[src/rtl/vga_timing_gen_param.sv]
// vga_timing_gen_param: parametrised VGA HS/VS/BLANK generator with a pixel request issued
// REQ_LEAD enabled cycles ahead. Define VGA_TEST_PATTERN_EN to output 8 vertical colour bars instead of host RGB.
module vga_timing_gen_param #(
  parameter int COLOR_W  = 10,
  parameter int CNT_W    = 12,
  parameter int H_FRONT  = 16,
  parameter int H_SYNC   = 96,
  parameter int H_BACK   = 48,
  parameter int H_ACT    = 640,
  parameter int V_FRONT  = 10,
  parameter int V_SYNC   = 2,
  parameter int V_BACK   = 33,
  parameter int V_ACT    = 480,
  parameter int HS_POL   = 0,
  parameter int VS_POL   = 0,
  parameter int REQ_LEAD = 1
) (
  input  logic               iCLK,
  input  logic               iRST,
  input  logic               iEN,
  input  logic [COLOR_W-1:0] iRed,
  input  logic [COLOR_W-1:0] iGreen,
  input  logic [COLOR_W-1:0] iBlue,
  output logic               oRequest,
  output logic [CNT_W-1:0]   oCurrent_X,
  output logic [CNT_W-1:0]   oCurrent_Y,
  output logic [COLOR_W-1:0] oVGA_R,
  output logic [COLOR_W-1:0] oVGA_G,
  output logic [COLOR_W-1:0] oVGA_B,
  output logic               oVGA_HS,
  output logic               oVGA_VS,
  output logic               oVGA_BLANK,
  output logic               oVGA_SYNC,
  output logic               oFrame_Start,
  output logic               oLine_Start
);

  localparam int H_BLANK = H_FRONT + H_SYNC + H_BACK;
  localparam int H_TOTAL = H_BLANK + H_ACT;
  localparam int V_BLANK = V_FRONT + V_SYNC + V_BACK;
  localparam int V_TOTAL = V_BLANK + V_ACT;

  localparam logic [CNT_W-1:0] H_LAST_C  = CNT_W'(H_TOTAL - 1);
  localparam logic [CNT_W-1:0] V_LAST_C  = CNT_W'(V_TOTAL - 1);
  localparam logic [CNT_W-1:0] H_BLANK_C = CNT_W'(H_BLANK);
  localparam logic [CNT_W-1:0] V_BLANK_C = CNT_W'(V_BLANK);
  localparam logic [CNT_W-1:0] HS_BEG_C  = CNT_W'(H_FRONT);
  localparam logic [CNT_W-1:0] HS_END_C  = CNT_W'(H_FRONT + H_SYNC - 1);
  localparam logic [CNT_W-1:0] VS_BEG_C  = CNT_W'(V_FRONT);
  localparam logic [CNT_W-1:0] VS_END_C  = CNT_W'(V_FRONT + V_SYNC - 1);
  localparam logic [CNT_W-1:0] CNT_ZERO  = {CNT_W{1'b0}};
  localparam logic [CNT_W-1:0] CNT_ONE   = CNT_W'(1);
  localparam logic [COLOR_W-1:0] PIX_ZERO = {COLOR_W{1'b0}};
  localparam logic HS_ON = (HS_POL != 0) ? 1'b1 : 1'b0;
  localparam logic VS_ON = (VS_POL != 0) ? 1'b1 : 1'b0;

  if ((REQ_LEAD < 1) || (REQ_LEAD > 4)) begin : gBadLead
    $error("vga_timing_gen_param: REQ_LEAD=%0d is outside 1..4", REQ_LEAD);
  end

  logic [CNT_W-1:0]   hCont_r;
  logic [CNT_W-1:0]   vCont_r;
  logic               hWrap_s;
  logic               vWrap_s;
  logic               request_s;
  logic               hsRaw_s;
  logic               vsRaw_s;
  logic [CNT_W-1:0]   curX_s;
  logic [CNT_W-1:0]   curY_s;
  // tap bit 2 = data enable, bit 1 = hsync, bit 0 = vsync
  logic [2:0]         tapPipe_r [REQ_LEAD];
  logic               deLate_s;
  logic               hsLate_s;
  logic               vsLate_s;
  logic [COLOR_W-1:0] pixR_s;
  logic [COLOR_W-1:0] pixG_s;
  logic [COLOR_W-1:0] pixB_s;
  logic [COLOR_W-1:0] red_r;
  logic [COLOR_W-1:0] green_r;
  logic [COLOR_W-1:0] blue_r;
  logic               hs_r;
  logic               vs_r;
  logic               blank_r;
  logic               lineStart_r;
  logic               frameStart_r;

  // Position decode: wraps, request window, sync windows, active coordinates
  always_comb begin
    hWrap_s   = (hCont_r == H_LAST_C);
    vWrap_s   = (vCont_r == V_LAST_C);
    request_s = (hCont_r >= H_BLANK_C) && (vCont_r >= V_BLANK_C);
    hsRaw_s   = (hCont_r >= HS_BEG_C) && (hCont_r <= HS_END_C);
    vsRaw_s   = (vCont_r >= VS_BEG_C) && (vCont_r <= VS_END_C);
    if (request_s) begin
      curX_s = hCont_r - H_BLANK_C;
      curY_s = vCont_r - V_BLANK_C;
    end else begin
      curX_s = CNT_ZERO;
      curY_s = CNT_ZERO;
    end
  end

  // Horizontal and vertical position counters
  always_ff @(posedge iCLK) begin
    if (iRST) begin
      hCont_r <= CNT_ZERO;
      vCont_r <= CNT_ZERO;
    end else if (iEN) begin
      if (hWrap_s) begin
        hCont_r <= CNT_ZERO;
        if (vWrap_s) begin
          vCont_r <= CNT_ZERO;
        end else begin
          vCont_r <= vCont_r + CNT_ONE;
        end
      end else begin
        hCont_r <= hCont_r + CNT_ONE;
      end
    end
  end

  // Delay line matching the host's request-to-data latency
  always_ff @(posedge iCLK) begin
    if (iRST) begin
      for (int i = 0; i < REQ_LEAD; i++) begin
        tapPipe_r[i] <= 3'b000;
      end
    end else if (iEN) begin
      tapPipe_r[0] <= {request_s, hsRaw_s, vsRaw_s};
      for (int i = 1; i < REQ_LEAD; i++) begin
        tapPipe_r[i] <= tapPipe_r[i-1];
      end
    end
  end

  assign deLate_s = tapPipe_r[REQ_LEAD-1][2];
  assign hsLate_s = tapPipe_r[REQ_LEAD-1][1];
  assign vsLate_s = tapPipe_r[REQ_LEAD-1][0];

`ifdef VGA_TEST_PATTERN_EN
  localparam int BAR_W = H_ACT / 8;
  localparam logic [CNT_W-1:0] BAR_W_C    = CNT_W'(BAR_W);
  localparam logic [CNT_W-1:0] BAR_LAST_C = CNT_W'(7);

  if (BAR_W < 1) begin : gBadBar
    $error("vga_timing_gen_param: H_ACT=%0d too small for 8 bars", H_ACT);
  end

  logic [CNT_W-1:0] xPipe_r [REQ_LEAD];
  logic [CNT_W-1:0] barNum_s;
  logic [2:0]       barIdx_s;
  logic [2:0]       barRgb_s;
  logic             unusedHost_s;

  // {R,G,B} on/off for each bar, white first, black last
  function automatic logic [2:0] barColor(input logic [2:0] idx);
    case (idx)
      3'd0:    barColor = 3'b111;
      3'd1:    barColor = 3'b110;
      3'd2:    barColor = 3'b011;
      3'd3:    barColor = 3'b010;
      3'd4:    barColor = 3'b101;
      3'd5:    barColor = 3'b100;
      3'd6:    barColor = 3'b001;
      default: barColor = 3'b000;
    endcase
  endfunction

  // X coordinate delayed alongside the sync taps so bars line up with BLANK
  always_ff @(posedge iCLK) begin
    if (iRST) begin
      for (int i = 0; i < REQ_LEAD; i++) begin
        xPipe_r[i] <= CNT_ZERO;
      end
    end else if (iEN) begin
      xPipe_r[0] <= curX_s;
      for (int i = 1; i < REQ_LEAD; i++) begin
        xPipe_r[i] <= xPipe_r[i-1];
      end
    end
  end

  // Bar colour for the delayed column
  always_comb begin
    unusedHost_s = ^{iRed, iGreen, iBlue};
    barNum_s     = xPipe_r[REQ_LEAD-1] / BAR_W_C;
    if (barNum_s > BAR_LAST_C) begin
      barIdx_s = 3'd7;
    end else begin
      barIdx_s = barNum_s[2:0];
    end
    barRgb_s = barColor(barIdx_s);
    if (deLate_s) begin
      pixR_s = {COLOR_W{barRgb_s[2]}};
      pixG_s = {COLOR_W{barRgb_s[1]}};
      pixB_s = {COLOR_W{barRgb_s[0]}};
    end else begin
      pixR_s = PIX_ZERO;
      pixG_s = PIX_ZERO;
      pixB_s = PIX_ZERO;
    end
  end
`else
  // Host pixel, forced black outside active video
  always_comb begin
    if (deLate_s) begin
      pixR_s = iRed;
      pixG_s = iGreen;
      pixB_s = iBlue;
    end else begin
      pixR_s = PIX_ZERO;
      pixG_s = PIX_ZERO;
      pixB_s = PIX_ZERO;
    end
  end
`endif

  // Output register: colour, sync polarity and blank
  always_ff @(posedge iCLK) begin
    if (iRST) begin
      red_r   <= PIX_ZERO;
      green_r <= PIX_ZERO;
      blue_r  <= PIX_ZERO;
      hs_r    <= ~HS_ON;
      vs_r    <= ~VS_ON;
      blank_r <= 1'b0;
    end else if (iEN) begin
      red_r   <= pixR_s;
      green_r <= pixG_s;
      blue_r  <= pixB_s;
      hs_r    <= hsLate_s ? HS_ON : ~HS_ON;
      vs_r    <= vsLate_s ? VS_ON : ~VS_ON;
      blank_r <= deLate_s;
    end
  end

  // Wrap pulses: one iCLK wide even when iEN stays low afterwards
  always_ff @(posedge iCLK) begin
    if (iRST) begin
      lineStart_r  <= 1'b0;
      frameStart_r <= 1'b0;
    end else begin
      lineStart_r  <= iEN && hWrap_s;
      frameStart_r <= iEN && hWrap_s && vWrap_s;
    end
  end

  assign oRequest     = request_s;
  assign oCurrent_X   = curX_s;
  assign oCurrent_Y   = curY_s;
  assign oVGA_R       = red_r;
  assign oVGA_G       = green_r;
  assign oVGA_B       = blue_r;
  assign oVGA_HS      = hs_r;
  assign oVGA_VS      = vs_r;
  assign oVGA_BLANK   = blank_r;
  assign oVGA_SYNC    = 1'b1;
  assign oLine_Start  = lineStart_r;
  assign oFrame_Start = frameStart_r;

endmodule

[config.mk]
export PLATFORM = sky130hd
export DESIGN_NAME = vga_timing_gen_param
export DESIGN_NICKNAME = d
export VERILOG_FILES = /design/src/rtl/vga_timing_gen_param.sv
export SDC_FILE = /design/constraint.sdc
export NUM_CORES = 1
export LEC_CHECK = 0
export CAP_MARGIN = 0
export CORE_MARGIN = 4
export CORE_UTILIZATION = 46
export CTS_BUF_LIST = sky130_fd_sc_hd__clkbuf_16
export CTS_CLUSTER_SIZE = 28
export DETAILED_ROUTE_END_ITERATION = 10
export MAX_ROUTING_LAYER = met4
export PLACE_DENSITY = 0.8
export SLEW_MARGIN = 30
export SYNTH_ARGS = -nofsm -noshare
export SYNTH_HDL_FRONTEND = slang
export SYNTH_SLANG_ARGS = --single-unit
[constraint.sdc]
create_clock -name iCLK -period 3 [get_ports iCLK]
set_input_delay 0.9 -clock iCLK [delete_from_list [all_inputs] [get_ports iCLK]]
set_output_delay 0.9 -clock iCLK [all_outputs]
set_load 0.05 [all_outputs]
# Yosys cells after proc, flatten, opt, wreduce, memory -nomap -nowiden
# Memories as Yosys holds them, arrays and structs flattened.
# Cells that the tools add are included.
# word_totals
reg_bits,59
ram_bits,3
in_bits,33
out_inout_bits,61
word_cells,46
memories,1
# mem_list
memory,depth,width,read_ports,rd_ports_with_merged_regs,write_ports,line,rtl
tapPipe_r,1,3,1,0,1,71,logic [2:0] tapPipe_r [REQ_LEAD];
# op_classes
n_addsub,4
order_cmp,6
n_eq_ne,2
muxes,16
n_reduce_logical,7
# op_table
operator,n
$mux 12,4
$mux 10,3
$add 12x1->12 const B,2
$eq 12x10->1 const B,2
$ge 12x4->1 const B,1
$ge 12x5->1 const B,1
$ge 12x6->1 const B,1
$ge 12x8->1 const B,1
$le 12x4->1 const B,1
$le 12x7->1 const B,1
$sub 12x6->12 const B,1
$sub 12x8->12 const B,1
$mux 1,8
$logic_and 1x1->1,5
$mux 3,1
$reduce_or 3->1,1
$reduce_and 2->1,1

# Depth between registers and ports, before layout
# depth
ltp_word,5
depth_mapped,8
ltp_nobuf,6

# Worst setup path after synthesis
# OpenSTA, ideal clock, no wires.
# synth_timing
kind,reg-to-output
startpoint,register vCont_r[0]
endpoint,output port oCurrent_X[7]
arrival_ns,2.608
required_time_ns,2.100
setup_slack_ns,-0.508
path_stages_with_launch,8
n_path_buf,1
path_cell_list,dfxtp_1 -> clkbuf_1 -> inv_1 -> ha_1 -> and3b_1 -> o21a_1 -> o22ai_2 -> nor3_1
# synth_between
elab_chain_cells,3
# synth_rtl
item,line,rtl
"start, declared",62,logic [CNT_W-1:0] vCont_r;
"start signal, assigned",114,vCont_r <= vCont_r + CNT_ONE;
$ge 12x6->1,91,request_s = (hCont_r >= H_BLANK_C) && (vCont_r >= V_BLANK_C);
$logic_and 1x1->1,91,
$mux 12,94,if (request_s) begin
"end, declared",25,"output logic [CNT_W-1:0] oCurrent_X,"
# Every way passes these cells.

# Worst setup path in the final report
# layout_timing
startpoint,register vCont_r[8]
endpoint,output port oCurrent_Y[8]
# layout_between
elab_chain_cells,3
word_cells_on_any_way,4
classes_between,add/sub: 1; order compare: 1; mux: 1; reduce/logical: 1
# layout_rtl
item,line,rtl
$ge 12x6->1,91,
$logic_and 1x1->1,91,
$mux 12 (*),94,
"end, declared",26,"output logic [CNT_W-1:0] oCurrent_Y,"
# Every way passes the cells marked *; elsewhere a longest branch is shown, timed or not.

==> impl_metrics.tcl <==
set metrics [dict create \
    postRouteAntennaNets 0 \
    worstPathArrival_ns 2.24 \
    drt_iter0_drc 150 \
    wl_met3_um 402 \
    critPathLaunch "vCont_r[8]" \
    antenna_found_initial 0 \
    dpl.hpwl_mm 5.708 \
    routabilityCongestion 0.8308 \
    final.min_clock_period_ns 3.142 \
    row_count 28 \
    rrSetupSlack_ns 0.69 \
    final_common_cell "clkdlybuf4s50_1" \
    path_class "register to output pin" \
    initial_core_util_pct 48.24 \
    clk_pin_slew_ns 0.05 \
    setup_ws_ns -0.1418 \
    cp_max_fo 7 \
    htree_num_levels 3 \
    synth.distinct_cells 46 \
    hold_path_class "register to register" \
    die_h_um 87.49 \
    r2r_start "hCont_r[5]" \
    top_layer "met4" \
    clockBufferDepth 2 \
    synthTopCellsByArea "dfxtp_1, a22o_1, nor2_1, ha_1, a21oi_1" \
    vias 2826 \
    max-cap-violations 0 \
    drt_wl_total_mm 8.063 \
    synth_edf_count 3 \
    grt_overflow 0 \
    numCtsBuffers 9 \
    drt-vias-per-instance 5.541 \
    grt_max_degree 33 \
    max_slew_margin_pct 52.65 \
    first_global_vias 2814 \
    rsz0062_at_grt "true" \
    hold_start "oVGA_BLANK" \
    drt_first_pass_iters 4 \
    syn_nets 371 \
    fin_util_pct 74.94 \
    worst_pin_slew_ns 0.7086 \
    n_antenna_cell 0 \
    finalSetupTns_ns -2.510 \
    violations "negative setup slack" \
    synth_seq_cells 62 \
    p_leak_nw 1.784 \
    ir_drop_mv 0.4003 \
    min_path_cells 1 \
    drc 0 \
    io_buffers 92 \
    fin_skew_ns 0.002713 \
    yosysTopAreaCell "dfxtp_1" \
    most-common-layout-cells "clkdlybuf4s50_1, dfxtp_1, a22o_1" \
    num-nets-final 472 \
    top_level_ports 94 \
    fillers 450 \
    status "complete, but fails checks" \
    hold_viol_final 0 \
    worstSetupStartpointType "register" \
    drive_gt1_share_pct 23.22 \
    fin_crit_sh_pct 104.7 \
    cp.required_ns 2.10 \
    die_w_um 87.49 \
    wl_per_cell_um 15.81 \
    grt_pass1_wl_mm 13.23 \
    synth.top_cell.area_share_pct 40.64 \
    ys_seq_area_share_pct 43.74 \
    worst_setup_path_end_kind "output pin" \
    async_flop_share_pct 0 \
    ys.flop_type "dfxtp_1" \
    final_max_slew_viol_count 0 \
    clockRootBuffer "clkbuf_16" \
    synth.avg_cell_area_sq_um 8.834 \
    worstRegToRegCells 4 \
    fmax_mhz 318.3 \
    dieArea_sq_um 7655 \
    finalSetupViolCount 23 \
    power_mw 2.026 \
    core-area_sq_um 6026 \
    synthCells 329 \
    tritoncts "done" \
    yosysWarnings 0 \
    clkSinkCount 62 \
    r2r_end "vCont_r[8]" \
    whs_endpoint "oVGA_BLANK" \
    power_density_nw_per_um2 448.7 \
    mappedNetlistArea_sq_um 2907 \
    grtUsageTotal_pct 22.66 \
    wl_met1_mm 3.452 \
    syn_to_final_growth_pct 55.36 \
    clock_latency_ns 0.32 \
    dr_wl_met2_mm 4.048 \
    cts_hold_buf 0 \
]
[worst max-delay path by stage]
stage / slack [ns] / to
after global placement: 0.008 / tapPipe_r[0][2]
after detailed placement: 0.03 / oCurrent_Y[3]
after global routing: -0.23 / oCurrent_Y[8]
after CTS: -0.17 / oCurrent_X[7]
after floorplan: -0.22 / oCurrent_Y[11]
final: -0.14 / oCurrent_Y[8]
[metrics by stage]
step	hold slack (ns)	cells	setup slack, ns	instance area (sq um)
floorplan	0.4718	329	-0.2213	3028
global placement	0.4437	491	0.007832	4078
detailed placement	0.4451	491	0.02760	4083
CTS	0.4625	511	-0.1723	4528
global route	0.5045	510	-0.2262	4516
finish	0.4672	510	-0.1418	4516
[Yosys cell counts (2+ instances only)]
master,instances
a21oi_1,21
a22o_1,30
and3b_1,3
buf_1,3
buf_2,2
clkbuf_1,19
dfxtp_1,59
edfxtp_1,3
ha_1,9
inv_1,14
nand2_1,18
nand2b_1,2
nand3_1,13
nand3b_1,2
nand4_1,7
nor2_1,33
nor2b_1,4
nor3_1,7
nor4_1,5
o21a_1,4
o21ai_0,12
o31ai_1,6
or3_1,9
or4_1,8
or4_4,2
or4b_1,2
xnor2_1,10
xor2_1,4
[flip-flops by register name (all words and copies together) (netlist names)]
name	cells
hCont_r	12
vCont_r	12
oVGA_B	10
oVGA_G	10
oVGA_R	10
tapPipe_r	3
oFrame_Start	1
oLine_Start	1
oVGA_BLANK	1
oVGA_HS	1
oVGA_VS	1
[final cells by class]
type | instances | area (sq um) | share of cell area, %
clock buffer | 10 | 250.2 | 5.542
clock inverter | 6 | 57.56 | 1.275
sequential | 62 | 1276 | 28.26
timing repair buffer | 115 | 1147 | 25.41
inverter | 14 | 52.55 | 1.164
multi-input combinational | 228 | 1638 | 36.27
tap | 75 | 93.84 | 2.078
[kinds of logic after synthesis]
kind of cell               after synthesis  share of synthesized area (%)
buffers and inverters                   39                          5.252
xor gates and xnor gates                14                          4.218
muxes                                    1                         0.3444
adders and majority gates                9                          3.874
and+or+nand+nor                        123                          22.86
DFF                                     62                          43.74
other                                    1                         0.1290
AOI/OAI and AO/OA                       80                          19.59
[power by group]
group	switching [mW]	leakage (nW)	total (mW)	internal [mW]
Combinational	0.0650	1.12	0.125	0.0599
Sequential	0.00665	0.513	0.848	0.841
Clock	0.366	0.151	1.05	0.687
[what timing repair did]
item	in CTS	in global routing
setup buffers	3	0
resized for setup	29	2
gates cloned	1	0
setup endpoints to repair	25	23
pin swaps	5	2
[critical path, cell delays in order (launching register included)]
cell	delay [ns]
dfxtp_2	0.31
or4_4	0.53
a2111o_1	0.37
o22ai_4	0.23
buf_6	0.15
buf_16	0.13
a21oi_4	0.03
buf_6	0.16
[metal layers]
metal,GRT usage (%),vias up
li1,-,1391
met1,27.48,1331
met2,35.62,89
met3,5.676,15
met4,9.763,0
met5,-,-
No activity file was read; power rests on OpenSTA's default activity.
